$ cat config.mk
export PLATFORM = sky130hd
export DESIGN_NAME = cordic_iter_engine
export DESIGN_NICKNAME = d
export VERILOG_FILES = /design/src/rtl/cordic_iter_engine.sv
export SDC_FILE = /design/constraint.sdc
export NUM_CORES = 1
export LEC_CHECK = 0
export ABC_CLOCK_PERIOD_IN_PS = 12470
export BUFFER_PORTS_ARGS = -buffer_cell sky130_fd_sc_hd__buf_2
export CAP_MARGIN = 0
export CORE_MARGIN = 5
export CORE_UTILIZATION = 25
export DETAILED_ROUTE_END_ITERATION = 6
export GPL_ROUTABILITY_DRIVEN = 0
export PLACE_DENSITY = 0.39
export SLEW_MARGIN = 40
export SYNTH_ARGS = -nofsm -noshare
export SYNTH_HDL_FRONTEND = slang
export SYNTH_SLANG_ARGS = --single-unit
$ cat constraint.sdc
create_clock -name clk -period 12.47 [get_ports clk]
set_input_delay 1.247 -clock clk [delete_from_list [all_inputs] [get_ports clk]]
set_output_delay 1.247 -clock clk [all_outputs]
set_load 0.1 [all_outputs]
$ cat src/rtl/cordic_iter_engine.sv
// cordic_iter_engine: iterative CORDIC core (rotation / vectoring), one micro-rotation per clock.
// Gain K~1.6468 is left uncompensated; callers pre-scale their operands.
module cordic_iter_engine #(
  parameter int unsigned WIDTH = 16,
  parameter int unsigned ITER  = 14,
  parameter int unsigned GUARD = 2
) (
  input  logic                    clk,
  input  logic                    rst,
  input  logic                    start_i,
  input  logic                    mode_i,
  input  logic signed [WIDTH-1:0] x_i,
  input  logic signed [WIDTH-1:0] y_i,
  input  logic signed [WIDTH-1:0] z_i,
  output logic                    busy_o,
  output logic                    done_o,
  output logic signed [WIDTH-1:0] x_o,
  output logic signed [WIDTH-1:0] y_o,
  output logic signed [WIDTH-1:0] z_o,
  output logic                    ovf_o
);

  localparam int unsigned XW      = WIDTH + GUARD;
  localparam int unsigned CNT_W   = (ITER > 1) ? $clog2(ITER) : 1;
  localparam int unsigned ATAN_SH = 32 - WIDTH;
  localparam int unsigned RND_SH  = (WIDTH < 32) ? 31 - WIDTH : 0;
  localparam logic [CNT_W-1:0] LAST = CNT_W'(ITER - 1);

  typedef enum logic [1:0] {
    IDLE = 2'd0,
    RUN  = 2'd1,
    DONE = 2'd2
  } state_t;

  // arctan(2^-i) with 2^31 == pi
  function automatic logic [31:0] atan32(input logic [4:0] i);
    case (i)
      5'd0:    return 32'h2000_0000;
      5'd1:    return 32'h12E4_051E;
      5'd2:    return 32'h09FB_385B;
      5'd3:    return 32'h0511_11D4;
      5'd4:    return 32'h028B_0D43;
      5'd5:    return 32'h0145_D7E1;
      5'd6:    return 32'h00A2_F61E;
      5'd7:    return 32'h0051_7C55;
      5'd8:    return 32'h0028_BE53;
      5'd9:    return 32'h0014_5F2F;
      5'd10:   return 32'h000A_2F98;
      5'd11:   return 32'h0005_17CC;
      5'd12:   return 32'h0002_8BE6;
      5'd13:   return 32'h0001_45F3;
      5'd14:   return 32'h0000_A2FA;
      5'd15:   return 32'h0000_517D;
      5'd16:   return 32'h0000_28BE;
      5'd17:   return 32'h0000_145F;
      5'd18:   return 32'h0000_0A30;
      5'd19:   return 32'h0000_0518;
      5'd20:   return 32'h0000_028C;
      5'd21:   return 32'h0000_0146;
      5'd22:   return 32'h0000_00A3;
      5'd23:   return 32'h0000_0051;
      5'd24:   return 32'h0000_0029;
      5'd25:   return 32'h0000_0014;
      5'd26:   return 32'h0000_000A;
      5'd27:   return 32'h0000_0005;
      5'd28:   return 32'h0000_0003;
      5'd29:   return 32'h0000_0001;
      5'd30:   return 32'h0000_0001;
      default: return 32'h0000_0000;
    endcase
  endfunction

  // Table entry scaled to WIDTH bits, rounded half-up
  function automatic logic [WIDTH-1:0] atan_w(input logic [4:0] i);
    logic [32:0] t;
    t = {1'b0, atan32(i)};
    if (WIDTH < 32) t = t + (33'(1) << RND_SH);
    return WIDTH'(t >> ATAN_SH);
  endfunction

  // Clamp a guarded value to WIDTH bits; MSB of the result flags saturation
  function automatic logic [WIDTH:0] sat(input logic signed [XW-1:0] v);
    logic [GUARD:0] top;
    top = v[XW-1:WIDTH-1];
    if ((&top) || !(|top)) return {1'b0, v[WIDTH-1:0]};
    else if (v[XW-1])      return {1'b1, 1'b1, {(WIDTH-1){1'b0}}};
    else                   return {1'b1, 1'b0, {(WIDTH-1){1'b1}}};
  endfunction

  state_t                  state, state_next;
  logic [CNT_W-1:0]        cnt;
  logic                    mode_q;
  logic signed [XW-1:0]    xr, yr, x_sh, y_sh, x_nx, y_nx;
  logic signed [WIDTH-1:0] zr, z_nx, atan;
  logic                    d_pos, load, step, finish;
  logic [WIDTH:0]          x_sat, y_sat;

  // State register
  always_ff @(posedge clk or negedge rst) begin
    if (!rst) state <= IDLE;
    else      state <= state_next;
  end

  // Next-state logic
  always_comb begin
    state_next = state;
    case (state)
      IDLE:    if (start_i) state_next = RUN;
      RUN:     if (cnt == LAST) state_next = DONE;
      DONE:    state_next = IDLE;
      default: state_next = IDLE;
    endcase
  end

  // Datapath control decoded from state
  always_comb begin
    load   = 1'b0;
    step   = 1'b0;
    finish = 1'b0;
    case (state)
      IDLE: load = start_i;
      RUN: begin
        step   = 1'b1;
        finish = (cnt == LAST);
      end
      default: ;
    endcase
  end

  // One micro-rotation; all three updates use the current-cycle x/y/z
  always_comb begin
    d_pos = mode_q ? yr[XW-1] : ~zr[WIDTH-1];
    atan  = atan_w(5'(cnt));
    x_sh  = xr >>> cnt;
    y_sh  = yr >>> cnt;
    x_nx  = d_pos ? xr - y_sh : xr + y_sh;
    y_nx  = d_pos ? yr + x_sh : yr - x_sh;
    z_nx  = d_pos ? zr - atan : zr + atan;
    x_sat = sat(x_nx);
    y_sat = sat(y_nx);
  end

  // Operand/iteration registers, handshake flags and result registers
  always_ff @(posedge clk or negedge rst) begin
    if (!rst) begin
      xr     <= '0;
      yr     <= '0;
      zr     <= '0;
      mode_q <= 1'b0;
      cnt    <= '0;
      busy_o <= 1'b0;
      done_o <= 1'b0;
      x_o    <= '0;
      y_o    <= '0;
      z_o    <= '0;
      ovf_o  <= 1'b0;
    end else begin
      busy_o <= (state_next == RUN);
      done_o <= (state_next == DONE);
      if (load) begin
        xr     <= XW'(x_i);
        yr     <= XW'(y_i);
        zr     <= z_i;
        mode_q <= mode_i;
        cnt    <= '0;
      end else if (step) begin
        xr  <= x_nx;
        yr  <= y_nx;
        zr  <= z_nx;
        cnt <= cnt + CNT_W'(1);
      end
      if (finish) begin
        x_o   <= x_sat[WIDTH-1:0];
        y_o   <= y_sat[WIDTH-1:0];
        z_o   <= z_nx;
        ovf_o <= x_sat[WIDTH] | y_sat[WIDTH];
      end
    end
  end

endmodule

==> results.yml <==
setup_path:
  path_class: "reg2reg"
  max_stage_delay_ns: 0.61
  timing.critical_path.required_ns: 12.78
  critPathLaunch: "cnt[0]"
  cp-end-kind: "flop"
  cp.arrival_ns: 6.40
  crit_fanout: 55
  critPathLaunchType: "flop"
  slowest_stage: "mux4_2"
  r2r_start: "cnt[0]"
  path_cells: "buf_6, mux4_2, mux2i_1, o2111ai_1, a2bb2oi_1, nor2_1, a41oi_1, xor2_1, nor2_1, a21oi_1, ha_1, and3_1, and2_1, a221o_1, a31oi_1, o21ai_0, a31o_2, a21o_1, nand3_1, nand2_1, a21oi_1"
sta:
  finalClockSkew_ns: 0.0126
  finalSetupViolations: 0
  fmax_mhz: 164
  slew_headroom: 0.479
  rsz0062_at_grt: "false"
  min_period_over_period: 0.488
  max_slew.worst_pin.slew_ns: 0.781
  period_needed_ns: 6.09
  finalHoldViolCount: 0
  setup_tns_ns: 0
  drv_slew: 0
global_routing:
  grt_usage: 0.164
  grt_max_degree: 65
  antenna_found_initial: 1
  grt_pass1_wl_um: 60100
  grt_overflow: 0
  first_global_vias: 9862
clocking:
  cts_resized: 0
  cts-buffers-inserted: 9
  tritoncts: "yes"
  clock_latency_ns: 0.38
  clock_path_buffers: 2
  cts_setup_buffers: 0
  cts.htree.levels: 3
  cts-hold-fix-buffers: 0
  cts.sinks: 110
  clk_pin_slew_ns: 0.08
  cts_root_buf: "clkbuf_16"
detailed_routing:
  dr_wl_met2_um: 17000
  ant_nets: 0
  avgRoutedWirePerCell_um: 20.5
  met1_length_um: 18900
  top_layer: "met4"
  via_count: 9648
  vias_per_cell: 5.22
  drt_pre_antenna_iters: 5
  drt-total-wl_um: 38000
  drt_iter0_markers: 654
  drc: 0
  wl_met3_um: 1630
run:
  drv_cap: 0
finish:
  antenna_cells: 0
  drive_above_1_share: 0.164
  nFillCells: 4565
  post-route-util: 0.281
  syn_to_final_growth_pct: 11.4
  finish.net_count: 1421
logic_synthesis:
  synth_edf_count: 0
  async_flop_share: 1.00
  syn_area_mm2: 0.0105
  synth-main-ff-cell: "dfrtp_1"
  yosysWarnings: 0
  ys_ff_latch: 110
  synthCells: 1259
  ys_seq_area_frac: 0.261
  yosysUniqueCellTypes: 89
  avgSynthCellArea_um2: 8.38
  syn_nets: 1373
die:
  pin_count: 103
  die_h_um: 215
  die_x_um: 215
  core_mm2: 0.0419
  initial_core_util: 0.252
  fp.dieArea_mm2: 0.0464
  rows: 75
outcome:
  status: "completed"
placement:
  hpwl_um: 28200
  portBuffers: 102
min_path:
  worstHoldStart: "z_o[3]"
  min_path_type: "reg2reg"
[cell usage in the layout, fill, tap and decap left out, types with 13 or more instances in the layout]
cell type,n
a31oi_1,18
nor2_1,153
dfrtp_1,107
nand3_1,19
buf_2,101
mux2_2,16
o21ai_0,71
mux4_2,26
nor3_1,14
inv_1,26
buf_4,16
a21o_1,13
xor2_1,34
nor2b_1,15
ha_1,59
nand2_1,132
o22ai_1,54
a21oi_1,105
xnor2_1,55
o22a_1,39
nand2b_1,16
mux2i_1,32
[cell families after synthesis]
group                      Yosys count  share of synthesized area
DFF                                110                      0.261
and+or+nand+nor                    394                      0.167
xor gates and xnor gates            91                     0.0781
adders and majority gates           62                     0.0757
muxes                               81                      0.115
buffers and inverters              115                     0.0501
AOI/OAI and AO/OA                  406                      0.254
[synth_stat cells (9+ instances only)]
cell,n,share of area
nor3_1,14,0.0066
o21ai_1,9,0.0043
nand3_1,19,0.0090
a31oi_1,18,0.011
o22ai_1,54,0.032
a21o_1,13,0.0093
xnor2_1,55,0.046
nor2b_1,15,0.0089
mux2i_1,32,0.030
nor2_1,153,0.054
a21oi_2,10,0.0083
o22a_1,39,0.032
o21ai_0,71,0.034
a21oi_1,105,0.050
xor2_1,34,0.028
ha_1,59,0.070
mux4_2,26,0.056
clkbuf_1,58,0.021
mux2_2,16,0.017
inv_1,28,0.010
o31ai_1,10,0.0071
nand2b_1,16,0.0095
dfrtp_1,110,0.26
nand2_1,133,0.047
[worst max-delay path: cells and delay by family, from the launching register on]
family                   cells  cell delay [ns]
AO/OA/AOI/OAI               10             2.18
XOR/XNOR                     1             0.18
adder cells (fa/ha/maj)      1             0.34
buffers and inverters        1             0.45
flip-flops                   1             0.35
multiplexers                 2             0.98
AND/OR/NAND/NOR              6             1.51
[metal layers]
metal | vias up | track usage
met5 | - | 0
li1 | 4693 | -
met1 | 4721 | 0.239
met4 | 0 | 0.0335
met3 | 21 | 0.0252
met2 | 213 | 0.258
[final timing paths]
| check | end | slack, ns | cells past startpoint |
|---|---|---|---|
| max reg2reg | y_o[9] | 6.38 | 21 |
| max | y_o[9] | 6.38 | 21 |
| min reg2reg | z_o[3] | 0.48 | 2 |
| max in group asynchronous | yr[9] | 10.64 | 2 |
| min in group asynchronous | x_o[8] | 0.84 | 1 |
| min | z_o[3] | 0.48 | 2 |
[through the flow]
step | instance area [um^2] | setup slack (ns) | hold slack [ns] | std cells
after CTS | 11700 | 6.18 | 0.481 | 1850
after detailed placement | 11500 | 6.21 | 0.462 | 1835
after floorplan | 10500 | 7.19 | 0.485 | 1259
after global placement | 11500 | 6.25 | 0.457 | 1834
final | 11700 | 6.38 | 0.475 | 1850
after global routing | 11700 | 5.89 | 0.493 | 1850
[registers in the layout, indices dropped and copies added, names as in the netlist]
signal and cells:
busy_o 1, x_o 16, mode_q 1, z_o 16, state 2, yr 18
cnt 4, y_o 16, xr 18, done_o 1, ovf_o 1, zr 16
[final cells by class]
cell class,instances,area [um^2],area share
Clock buffer,11,233,0.0198
Timing Repair Buffer,121,663,0.0565
Inverter,31,116,0.00991
Tap cell,539,674,0.0574
Sequential cell,110,2760,0.235
Multi-Input combinational cell,1034,7270,0.619
Clock inverter,4,33.8,0.00288
Power is not shown: default switching activity piles up to over one toggle a cycle in this logic, so the estimate is an artifact.
